==> config.mk <==
export PLATFORM = sky130hd
export DESIGN_NAME = multicycle_control_fsm
export DESIGN_NICKNAME = d
export VERILOG_FILES = /design/src/rtl/ctrl_pkg.sv /design/src/rtl/alu_decoder.sv /design/src/rtl/multicycle_control_fsm.sv
export SDC_FILE = /design/constraint.sdc
export NUM_CORES = 1
export LEC_CHECK = 0
export CORE_ASPECT_RATIO = 1.2
export CORE_MARGIN = 2
export CORE_UTILIZATION = 29
export DETAILED_ROUTE_END_ITERATION = 6
export GPL_TIMING_DRIVEN = 0
export PLACE_DENSITY = 0.72
export SKIP_CTS_REPAIR_TIMING = 1
export SLEW_MARGIN = 20
export SYNTH_ARGS = -nofsm -noshare
export SYNTH_HDL_FRONTEND = slang
export SYNTH_SLANG_ARGS = --single-unit
==> constraint.sdc <==
create_clock -name clk -period 1.7 [get_ports clk]
set_clock_uncertainty 0.15 [all_clocks]
set_input_delay 0.34 -clock clk [delete_from_list [all_inputs] [get_ports clk]]
set_output_delay 0.34 -clock clk [all_outputs]
set_load 0.01 [all_outputs]
==> src/rtl/ctrl_pkg.sv <==
// rtl/ctrl_pkg.sv - shared encodings for the multicycle control FSM and its ALU decoder
package ctrl_pkg;

  // State encoding (4-bit); codes 10..15 are illegal and recover to FETCH
  typedef logic [3:0] state_t;
  localparam state_t S_FETCH    = 4'd0;
  localparam state_t S_DECODE   = 4'd1;
  localparam state_t S_MEMADR   = 4'd2;
  localparam state_t S_MEMREAD  = 4'd3;
  localparam state_t S_MEMWB    = 4'd4;
  localparam state_t S_MEMWRITE = 4'd5;
  localparam state_t S_EXECUTER = 4'd6;
  localparam state_t S_EXECUTEI = 4'd7;
  localparam state_t S_ALUWB    = 4'd8;
  localparam state_t S_BRANCH   = 4'd9;

  // ALU operations
  localparam logic [1:0] ALU_ADD = 2'b00;
  localparam logic [1:0] ALU_SUB = 2'b01;
  localparam logic [1:0] ALU_AND = 2'b10;
  localparam logic [1:0] ALU_ORR = 2'b11;

  // Data-processing cmd field, instr[24:21]
  localparam logic [3:0] CMD_ADD = 4'b0100;
  localparam logic [3:0] CMD_SUB = 4'b0010;
  localparam logic [3:0] CMD_AND = 4'b0000;
  localparam logic [3:0] CMD_ORR = 4'b1100;
  localparam logic [3:0] CMD_CMP = 4'b1010;

  // ALU B operand select
  localparam logic [1:0] SRCB_RD2  = 2'b00;
  localparam logic [1:0] SRCB_IMM  = 2'b01;
  localparam logic [1:0] SRCB_FOUR = 2'b10;

  // Result bus select
  localparam logic [1:0] RES_ALUOUT    = 2'b00;
  localparam logic [1:0] RES_DATA      = 2'b01;
  localparam logic [1:0] RES_ALURESULT = 2'b10;

endpackage

==> src/rtl/alu_decoder.sv <==
// rtl/alu_decoder.sv - data-processing decode: ALU op, flag-write enables, no-write and R15 terms
module alu_decoder
  import ctrl_pkg::*;
#(
  parameter int ALU_CTRL_W = 2
) (
  input  logic [5:0]            Funct,
  input  logic [3:0]            Rd,
  input  logic                  ALUOp,
  output logic [ALU_CTRL_W-1:0] ALUControl,
  output logic [1:0]            FlagW,
  output logic                  NoWrite,
  output logic                  PCSTerm
);

  logic [3:0] cmd;
  logic       s_bit;
  logic [1:0] op_dec;
  logic [1:0] flag_dec;

  assign cmd     = Funct[4:1];
  assign s_bit   = Funct[0];
  assign PCSTerm = (Rd == 4'hF);

  // Decode cmd; NoWrite stays valid outside execute so ALUWB can use it
  always_comb begin
    op_dec   = ALU_ADD;
    flag_dec = 2'b00;
    NoWrite  = 1'b0;
    case (cmd)
      CMD_ADD: begin op_dec = ALU_ADD; flag_dec = {s_bit, s_bit}; end
      CMD_SUB: begin op_dec = ALU_SUB; flag_dec = {s_bit, s_bit}; end
      CMD_AND: begin op_dec = ALU_AND; flag_dec = {s_bit, 1'b0};  end
      CMD_ORR: begin op_dec = ALU_ORR; flag_dec = {s_bit, 1'b0};  end
      // Compare always updates flags and never writes the register file
      CMD_CMP: begin op_dec = ALU_SUB; flag_dec = 2'b11; NoWrite = 1'b1; end
      default: begin op_dec = ALU_ADD; flag_dec = 2'b00; NoWrite = 1'b1; end
    endcase
  end

  // Decoded op and flag enables only apply in the execute states
  always_comb begin
    ALUControl = ALU_CTRL_W'(ALU_ADD);
    FlagW      = 2'b00;
    if (ALUOp) begin
      ALUControl = ALU_CTRL_W'(op_dec);
      FlagW      = flag_dec;
    end
  end

endmodule

==> src/rtl/multicycle_control_fsm.sv <==
// rtl/multicycle_control_fsm.sv - multicycle processor sequencing FSM with Moore outputs
module multicycle_control_fsm
  import ctrl_pkg::*;
#(
  parameter int ALU_CTRL_W = 2
) (
  input  logic                  clk,
  input  logic                  reset,
  input  logic [1:0]            Op,
  input  logic [5:0]            Funct,
  input  logic [3:0]            Rd,
  output logic                  NextPC,
  output logic                  PCS,
  output logic                  RegW,
  output logic                  MemW,
  output logic [1:0]            FlagW,
  output logic                  Branch,
  output logic                  IRWrite,
  output logic                  AdrSrc,
  output logic                  ALUSrcA,
  output logic [1:0]            ALUSrcB,
  output logic [1:0]            ResultSrc,
  output logic [ALU_CTRL_W-1:0] ALUControl,
  output logic [1:0]            ImmSrc,
  output logic [1:0]            RegSrc,
  output logic [3:0]            StateDbg
);

  state_t state_q, state_d;
  logic   alu_op;
  logic   no_write;
  logic   pcs_term;

  assign alu_op   = (state_q == S_EXECUTER) || (state_q == S_EXECUTEI);
  assign StateDbg = state_q;
  assign ImmSrc   = Op;
  assign RegSrc   = {(Op == 2'b01), (Op == 2'b10)};
  assign PCS      = Branch | (RegW & pcs_term);

  alu_decoder #(.ALU_CTRL_W(ALU_CTRL_W)) u_alu_decoder (
    .Funct      (Funct),
    .Rd         (Rd),
    .ALUOp      (alu_op),
    .ALUControl (ALUControl),
    .FlagW      (FlagW),
    .NoWrite    (no_write),
    .PCSTerm    (pcs_term)
  );

  // State register; reset aborts any instruction in flight
  always_ff @(posedge clk or posedge reset) begin
    if (reset) state_q <= S_FETCH;
    else       state_q <= state_d;
  end

  // Next-state sequencing from the decoded instruction class
  always_comb begin
    state_d = S_FETCH;
    case (state_q)
      S_FETCH:  state_d = S_DECODE;
      S_DECODE: begin
        case (Op)
          2'b01:   state_d = S_MEMADR;
          2'b00:   state_d = Funct[5] ? S_EXECUTEI : S_EXECUTER;
          2'b10:   state_d = S_BRANCH;
          default: state_d = S_FETCH;
        endcase
      end
      S_MEMADR:   state_d = Funct[0] ? S_MEMREAD : S_MEMWRITE;
      S_MEMREAD:  state_d = S_MEMWB;
      S_EXECUTER: state_d = S_ALUWB;
      S_EXECUTEI: state_d = S_ALUWB;
      default:    state_d = S_FETCH;
    endcase
  end

  // Moore datapath controls per state
  always_comb begin
    NextPC    = 1'b0;
    RegW      = 1'b0;
    MemW      = 1'b0;
    Branch    = 1'b0;
    IRWrite   = 1'b0;
    AdrSrc    = 1'b0;
    ALUSrcA   = 1'b0;
    ALUSrcB   = SRCB_RD2;
    ResultSrc = RES_ALUOUT;
    case (state_q)
      S_FETCH: begin
        IRWrite   = 1'b1;
        NextPC    = 1'b1;
        ALUSrcA   = 1'b1;
        ALUSrcB   = SRCB_FOUR;
        ResultSrc = RES_ALURESULT;
      end
      S_DECODE: begin
        ALUSrcA   = 1'b1;
        ALUSrcB   = SRCB_FOUR;
        ResultSrc = RES_ALURESULT;
      end
      S_MEMADR:   ALUSrcB = SRCB_IMM;
      S_MEMREAD:  AdrSrc  = 1'b1;
      S_MEMWB: begin
        ResultSrc = RES_DATA;
        RegW      = 1'b1;
      end
      S_MEMWRITE: begin
        AdrSrc = 1'b1;
        MemW   = 1'b1;
      end
      S_EXECUTEI: ALUSrcB = SRCB_IMM;
      S_ALUWB:    RegW    = ~no_write;
      S_BRANCH: begin
        ALUSrcB   = SRCB_IMM;
        ResultSrc = RES_ALURESULT;
        Branch    = 1'b1;
      end
      default: ;
    endcase
  end

endmodule

==> summary by stage, run 1 <==
Clock network
TritonCTS built the clock tree. The maximum clock insertion buffer count is 2. After clock tree synthesis, the clock-pin slew on the worst setup and hold paths is approximately 0.04 ns. Clock tree synthesis found a total of 4 sinks. The H-tree depth is 1. The master cell of the clock root buffer is clkbuf_4.

The source-to-sink clock delay at the later pin of the worst-skew pair is 0.23 ns. The total CTS buffers is 3.

Worst hold path
The tightest min-delay check is of the input pin to asynchronous set/reset pin type.

Floorplanning
In this run the vertical extent of the chip is approximately 49 um. The number of placement rows is 16. The width of the die is 41.7 um.

For this configuration, the core starts out at a cell density of a little under a third. The region available for standard cell placement spans around 1600 um^2. The area of the die is 2050 um^2.

Pin placement for this block handled 38 I/O pins.

Route
The per-cell via count in the routed design is about 4.9. The iteration-0 DRC count of the detailed router is 4. The residual DRC count is 0. For this block, the routed nets add up to about 1.6 mm of wire. The routed layout has about 650 vias. The detail-routed net length per standard cell is between 10 and 15 um. Once detail routing completed, the nets flagged for antenna violations numbered 0. The first TritonRoute pass finished after 5 iterations.

Layout
Compared with the post-synthesis result, the final layout area differs by 111%. After the last flow step, the layout net total stands at 130. Cells fill 64.2% of the core in the end. The flip-flop count of the largest register, all copies and words added is 4. The fraction of final layout cells with drive strength greater than 1 is 49.6%. The number of inserted diodes is 0.

Synth
In the synthesized netlist the async set-or-reset flop fraction comes to between 90% and 100%. The main flop type after synthesis is dfrtp_1. In this run, synthesis produced a sequential element count of 4. The commonest cells after synthesis are nor2_1 (9), nor2b_1 (8), a21oi_1 (6). The number of nets in the synthesized netlist is slightly below 80. In this run, synthesis inferred 0 flip-flops with an integrated enable.

After synthesis, the share of cell area in mux cells is under 10%. Of all cell types, the one taking the most synthesized area is dfrtp_1. After Yosys synthesis, and, or, nand and nor cells account for ~40% of the synthesized area.

The unique cell type count in the Yosys netlist is 31. The post-synthesis instance area is around 490 um^2. Summing the areas of all compound-gate instances in the mapped netlist gives between 20% and 30% of the synthesized area.

A synthesized cell averages about 7.6 um^2. Yosys attributes the largest share of cell area to dfrtp_1 (20%), nor2b_1 (10%), nor2_1 (6.8%). In the post-synthesis netlist, the cell with the most instances is nor2_1. The main combinational cell family by area after synthesis is simple AND/OR/NAND/NOR gates. The Yosys warning count is 0. The share of the synthesized area in the top cell type is around a fifth. The synthesized instance count is 65.

Of the total synthesized cell area, the portion taken by XOR and XNOR cells is between 1.5 and 2%. Summing the areas of all fa, ha and maj instances in the mapped netlist gives 0% of the synthesized area. The register area share after synthesis is approximately a fifth.

Power
The total power draw is 1.45 mW. The total leakage power is roughly 0.58 nW. The worst-case IR drop observed on VDD is approximately 0.00085 V. The power density over cell area is between 1000 and 1500 nW/um^2.

STA
The minimum setup slack in the final design is -0.381 ns. The number of failing hold endpoints at the final stage came to 0. Setup repair after global routing could not meet its margin everywhere. The number of max-slew violations in the final report is 0. The post-route fraction of the period consumed by the critical path is 122%. The time the worst path needs with I/O delays and setup is roughly 2.1 ns. The normalized max-slew margin is between 70 and 80%. The highest clock frequency the design can meet is 481 MHz. The final count of negative-setup-slack endpoints is 14.

The actual transition at the worst max-transition pin is 0.340 ns.

Setup path
The worst setup path is captured at a primary output. The category of the critical setup timing path is flop to primary output. For the worst setup path, the data arrival time is ~1.6 ns. At the worst endpoint, the required time is 1.21 ns. The highest net fanout along the worst path is 5. The kind of start point of the critical path is a flop.

Global route
The first global-routing pass estimated about 2.6 mm of wire. The number of antenna violations at the first check in global routing was 0. Entering global routing, the biggest net connects 11 pins. For this run, the total global-route usage over all layers was measured as 15.8%. The number of global-route vias before repair is 619. The total congestion overflow is 0.

Place
During placement, the flow inserted port buffers numbering 36. Routability-driven placement finished with a final weighted congestion of roughly 0.8. The HPWL after detailed placement is 1.17 mm.

The post-place setup slack is -1.16 ns.

Job
The number of maximum-capacitance constraint violations is 0.

Run status
The checks that failed: negative setup slack. The flow ran to the end, but the final reports show violations.
critical path: stages (launching register included):
cell and delay, ns:
dfrtp_2 0.42, or2b_4 0.27, mux2_4 0.27, a221oi_4 0.23
buf_2 0.16
per-layer routing:
metal	track usage, %	vias to the layer above	share of wire (%)
met5	0	-	0
li1	-	328	-
met2	27.1	32	50
met3	8.15	2	10
met4	4.84	0	0.44
met1	16.6	285	39
logic make-up after synthesis:
| family | count (synthesis) |
|---|---|
| and+or+nand+nor | 33 |
| buffers and inverters | 9 |
| muxes | 2 |
| xor gates and xnor gates | 1 |
| AOI/OAI and AO/OA | 16 |
| DFF | 4 |
power by group:
part	switching [mW]	leakage (nW)	total, mW	internal (mW)
clock network	0.0374	0.0150	0.125	0.0880
registers	0.0475	0.0473	0.188	0.141
logic	0.517	0.517	1.14	0.621
total	0.602	0.579	1.45	0.850
cells in the final DEF (no fill, tap or decap), types with 2 or more instances in the layout:
cell type,n
buf_4,12
buf_2,11
clkdlybuf4s50_1,10
dlymetal6s2s_1,9
nor2b_1,7
nor2_1,6
clkbuf_2,6
a21oi_1,5
buf_6,4
dfrtp_2,3
o21ai_0,3
nor2_2,3
clkbuf_4,3
or2_4,2
nand2b_1,2
nor3_1,2
nand2_1,2
metrics by stage:
| step | setup TNS (ns) | std cells | area (um^2) | hold slack [ns] |
|---|---|---|---|---|
| floorplan | -0.117 | 65 | 547 | -0.0441 |
| global placement | -9.83 | 119 | 930 | 0.378 |
| detailed placement | -9.95 | 119 | 930 | 0.386 |
| CTS | -12.59 | 123 | 956 | 0.141 |
| global route | -3.79 | 133 | 1040 | 0.166 |
| finish | -2.74 | 133 | 1040 | 0.139 |
path summary, 6_finish.rpt:
check | depth (start not counted) | endpoint | startpoint | slack [ns]
worst max register to register | 4 | StateDbg[2] | StateDbg[2] | 0.35
worst min register to register | 2 | StateDbg[3] | StateDbg[3] | 0.43
worst max-delay path | 4 | PCS | StateDbg[3] | -0.38
worst min-delay path | 2 | StateDbg[1] | reset | 0.14
min in group clk | 3 | StateDbg[3] | Op[1] | 0.29
max in group asynchronous | 2 | StateDbg[3] | reset | 1.09
layout make-up:
cell class              instances  area (um^2)
flip-flops and latches          4          104
multi-input cells              52          428
well taps                      18         22.5
clock buffers                   4         26.3
fillers                       155          581
repair buffers                 47          394
inverters                       2         7.51
plain buffers                   6         58.8
Power figures use the tool's default switching activity.
==> run 2: changes to the inputs <==
--- a/config.mk
+++ b/config.mk
@@ -5,6 +5,7 @@
 export SDC_FILE = /design/constraint.sdc
 export NUM_CORES = 1
 export LEC_CHECK = 0
+export CAP_MARGIN = 0
 export CORE_ASPECT_RATIO = 1.2
 export CORE_MARGIN = 2
 export CORE_UTILIZATION = 29
==> results of run 2 <==
The final DEF is identical to that of run 1; final timing and power are the same.
==> run 3: changes to the inputs <==
--- a/config.mk
+++ b/config.mk
@@ -5,13 +5,14 @@
 export SDC_FILE = /design/constraint.sdc
 export NUM_CORES = 1
 export LEC_CHECK = 0
+export ABC_AREA = 1
 export CAP_MARGIN = 0
 export CORE_ASPECT_RATIO = 1.2
 export CORE_MARGIN = 2
-export CORE_UTILIZATION = 29
+export CORE_UTILIZATION = 27
 export DETAILED_ROUTE_END_ITERATION = 6
 export GPL_TIMING_DRIVEN = 0
-export PLACE_DENSITY = 0.72
+export PLACE_DENSITY = 0.71
 export SKIP_CTS_REPAIR_TIMING = 1
 export SLEW_MARGIN = 20
 export SYNTH_ARGS = -nofsm -noshare
==> summary by stage, run 3 <==
Route
The detail-routed net length per standard cell is 10.9 um (-9.6%). The number of vias after detailed routing was 650 (+0.46%). The iteration-0 DRC count of the detailed router came to 2 (-2). The residual DRC count is 0 (unchanged).

The total length of routed wires is 1.52 mm (-5.5%). The per-cell via count in the routed design is 4.68 (-3.9%). The number of routed nets with antenna violations came to 0 (unchanged).

The length of the first detailed-routing pass in iterations was 4 (-1).

STA
The time the worst path needs with I/O delays and setup is 1.92 ns (-0.158 ns). The highest clock frequency the design can meet is 520 MHz (+8.2%). The number of max-slew violations in the final report is 0 (unchanged). The post-route fraction of the period consumed by the critical path is 113% (-9.3 points). The summed negative setup slack over all endpoints was -1.58 ns (+1.16 ns). Setup repair after global routing could not meet its margin everywhere. The actual transition at the worst max-transition pin is 0.222 ns (-0.118 ns). The normalized max-slew margin came to 84.9% (+7.6 points). The number of failing hold endpoints at the final stage came to 0 (unchanged). The minimum setup slack in the final design is -0.223 ns (+0.158 ns). The final count of negative-setup-slack endpoints came to 10 (-4).

Layout
The relative area change from synthesis to final layout is 122%. The fraction of final layout cells with drive strength greater than 1 was 42.6% (-6.9 points). The end-of-flow core utilization was 65.7% (+1.5 points). The flip-flop count of the largest register, all copies and words added is 4 (unchanged). Leaving out fill and tap cells, the most frequent cells in the layout are nand2_1 (15), dlymetal6s2s_1 (15), buf_4 (10). The total number of nets in the final design is 138 (+6.2%). The number of inserted diodes is 0 (unchanged).

Setup path
The category of the critical setup timing path is flop to primary output. The worst setup path is captured at a primary output. The endpoint arrival time on the critical path is 1.43 ns (-0.16 ns). The kind of start point of the critical path is a flop.

The highest net fanout along the worst path is 5 (unchanged). The data required time at the worst endpoint is 1.21 ns (about the same).

Synth
By area the synthesized netlist is led by dfrtp_1 (23%), nand2_1 (14%), nor2_1 (9.4%). The average size of a mapped cell is 5.93 um^2 (-22%). The synthesized instance count is 74 (+14%). The number of nets in the synthesized netlist came to 88 (+11%). The number of storage elements in the synthesis netlist is 4 (unchanged). The unique cell type count in the Yosys netlist came to 20 (-35%). The cell accounting for the most synthesized area is dfrtp_1. The post-synthesis instance area is 439 um^2 (-11%). The number of enable-type register cells in the synthesized netlist came to 0 (unchanged). Sorting the synthesized cells by how often they occur yields nand2_1 (16), nor2_1 (11), inv_2 (8). The Yosys warning count is 0 (unchanged).

The most used flip-flop cell after synthesis is dfrtp_1. The register area share after synthesis is 22.8% (+2.5 points). The leading cell type by number of instances after synthesis is nand2_1. The share of the synthesized area in the top cell type is 22.8% (+2.5 points).

The async set-reset flop share out of synthesis is 100% (unchanged).

Floorplanning
The starting utilization of the core area is 29.6% (-0.86 points). The width of the die is 40.8 um (-2.1%). The boundary pin count was 38 (unchanged).

The vertical die dimension is 48.2 um (-2.1%). The area of the die was 1970 um^2 (-4.2%). The number of placement rows is 15 (-1).

The core box area is 1480 um^2 (-8.6%).

Power
The power density over cell area is 1370 nW/um^2 (-1.7%). The total leakage power is 0.641 nW (+11%). The worst supply voltage drop on vdd is 0.000858 V (+0.44%).

Global route
The fraction of met2 tracks used by global routing was 25.0% (-2.1 points). The global router's overall resource usage came to 14.6% (-1.2 points). The layer with the highest usage is met2. The wire length of the first global-routing pass is 1.98 mm (-23%). The number of antenna violations at the first check in global routing is 0 (unchanged). The total congestion overflow is 0 (unchanged).

The met3 global-route usage is 1.83% (-6.3 points). The largest net degree at the start of global routing is 8 (-3). The number of global-route vias before repair is 520 (-16%). The met1 track utilization from global routing is 18.0% (+1.4 points).

Clock network
The maximum clock insertion buffer count was 2 (unchanged). The master cell of the clock root buffer is clkbuf_4. The clock tree from TritonCTS is done. The total CTS buffers was 3 (unchanged).

The number of clock sinks is 4 (unchanged). The source-to-sink clock delay at the later pin of the worst-skew pair came to 0.23 ns (about the same). The H-tree depth is 1 (unchanged).

The clock-pin transition on the worst setup and hold timing paths is 0.04 ns (about the same).

Job
The number of maximum-capacitance constraint violations came to 0 (unchanged).

Place
The global placement routability congestion was 0.742 (-7.3%). The post-place setup slack came to -0.737 ns (+0.419 ns). The number of buffers added on ports is 37 (+2.8%). The HPWL after detailed placement is 1.08 mm (-8.1%).

Run status
The checks that failed: negative setup slack. The flow ran to the end, but the final reports show violations.

Worst hold path
The worst min-delay path category is input pin to asynchronous set/reset pin.
run 3: through the flow:
| stage | power [mW] | hold slack, ns | std cells | area, um^2 |
|---|---|---|---|---|
| global placement | 1.06 | 0.385 | 128 | 831 |
| CTS | 1.19 | 0.141 | 131 | 853 |
| detailed placement | 1.07 | 0.379 | 128 | 831 |
| global route | 1.44 | 0.183 | 139 | 975 |
| finish | 1.34 | 0.137 | 139 | 975 |
| floorplan | 0.613 | -0.0439 | 74 | 439 |
run 3: worst paths after layout:
kind                             start  cells past startpoint  slack, ns            end
max                        StateDbg[3]                      5      -0.22  ALUControl[0]
min                              reset                      2       0.14    StateDbg[3]
max reg2reg                StateDbg[2]                      6       0.45    StateDbg[1]
min reg2reg                StateDbg[0]                      1       0.36    StateDbg[0]
max in group asynchronous        reset                      2       1.10    StateDbg[2]
min in group clk                 Op[0]                      2       0.20    StateDbg[2]
run 3: power by group:
part | internal, mW | switching [mW] | total, mW
combinational | 0.497 | 0.523 | 1.02
clock | 0.0788 | 0.0366 | 0.115
sequential | 0.139 | 0.0619 | 0.201
total | 0.715 | 0.622 | 1.34
run 3: worst max-delay path: stages (launching register included):
cell	delay [ns]
dfrtp_1	0.40
buf_4	0.16
inv_4	0.08
nand3_1	0.18
a31oi_1	0.20
dlymetal6s2s_1	0.18
run 3: layout make-up:
class / count / area (um^2)
Buffer: 3 / 22.5
Clock buffer: 3 / 22.5
Fill cell: 128 / 508
Inverter: 14 / 60.1
Multi-Input combinational cell: 53 / 320
Sequential cell: 4 / 103
Tap cell: 17 / 21.3
Timing Repair Buffer: 45 / 425
run 3: per-layer routing:
layer	up-vias	wire length, um	share of wire, %
met4	0	17	1.1
met3	2	130	8.6
met5	-	0	0
li1	331	-	-
met2	26	770	51
met1	291	602	40
run 3: cell families (layout without fill, tap and decap cells):
logic type,Yosys count,after routing,synth area share [%]
and+or+nand+nor,41,41,43.3
buffers and inverters,17,65,17.1
AOI/OAI and AO/OA,12,12,16.8
DFF,4,4,22.8
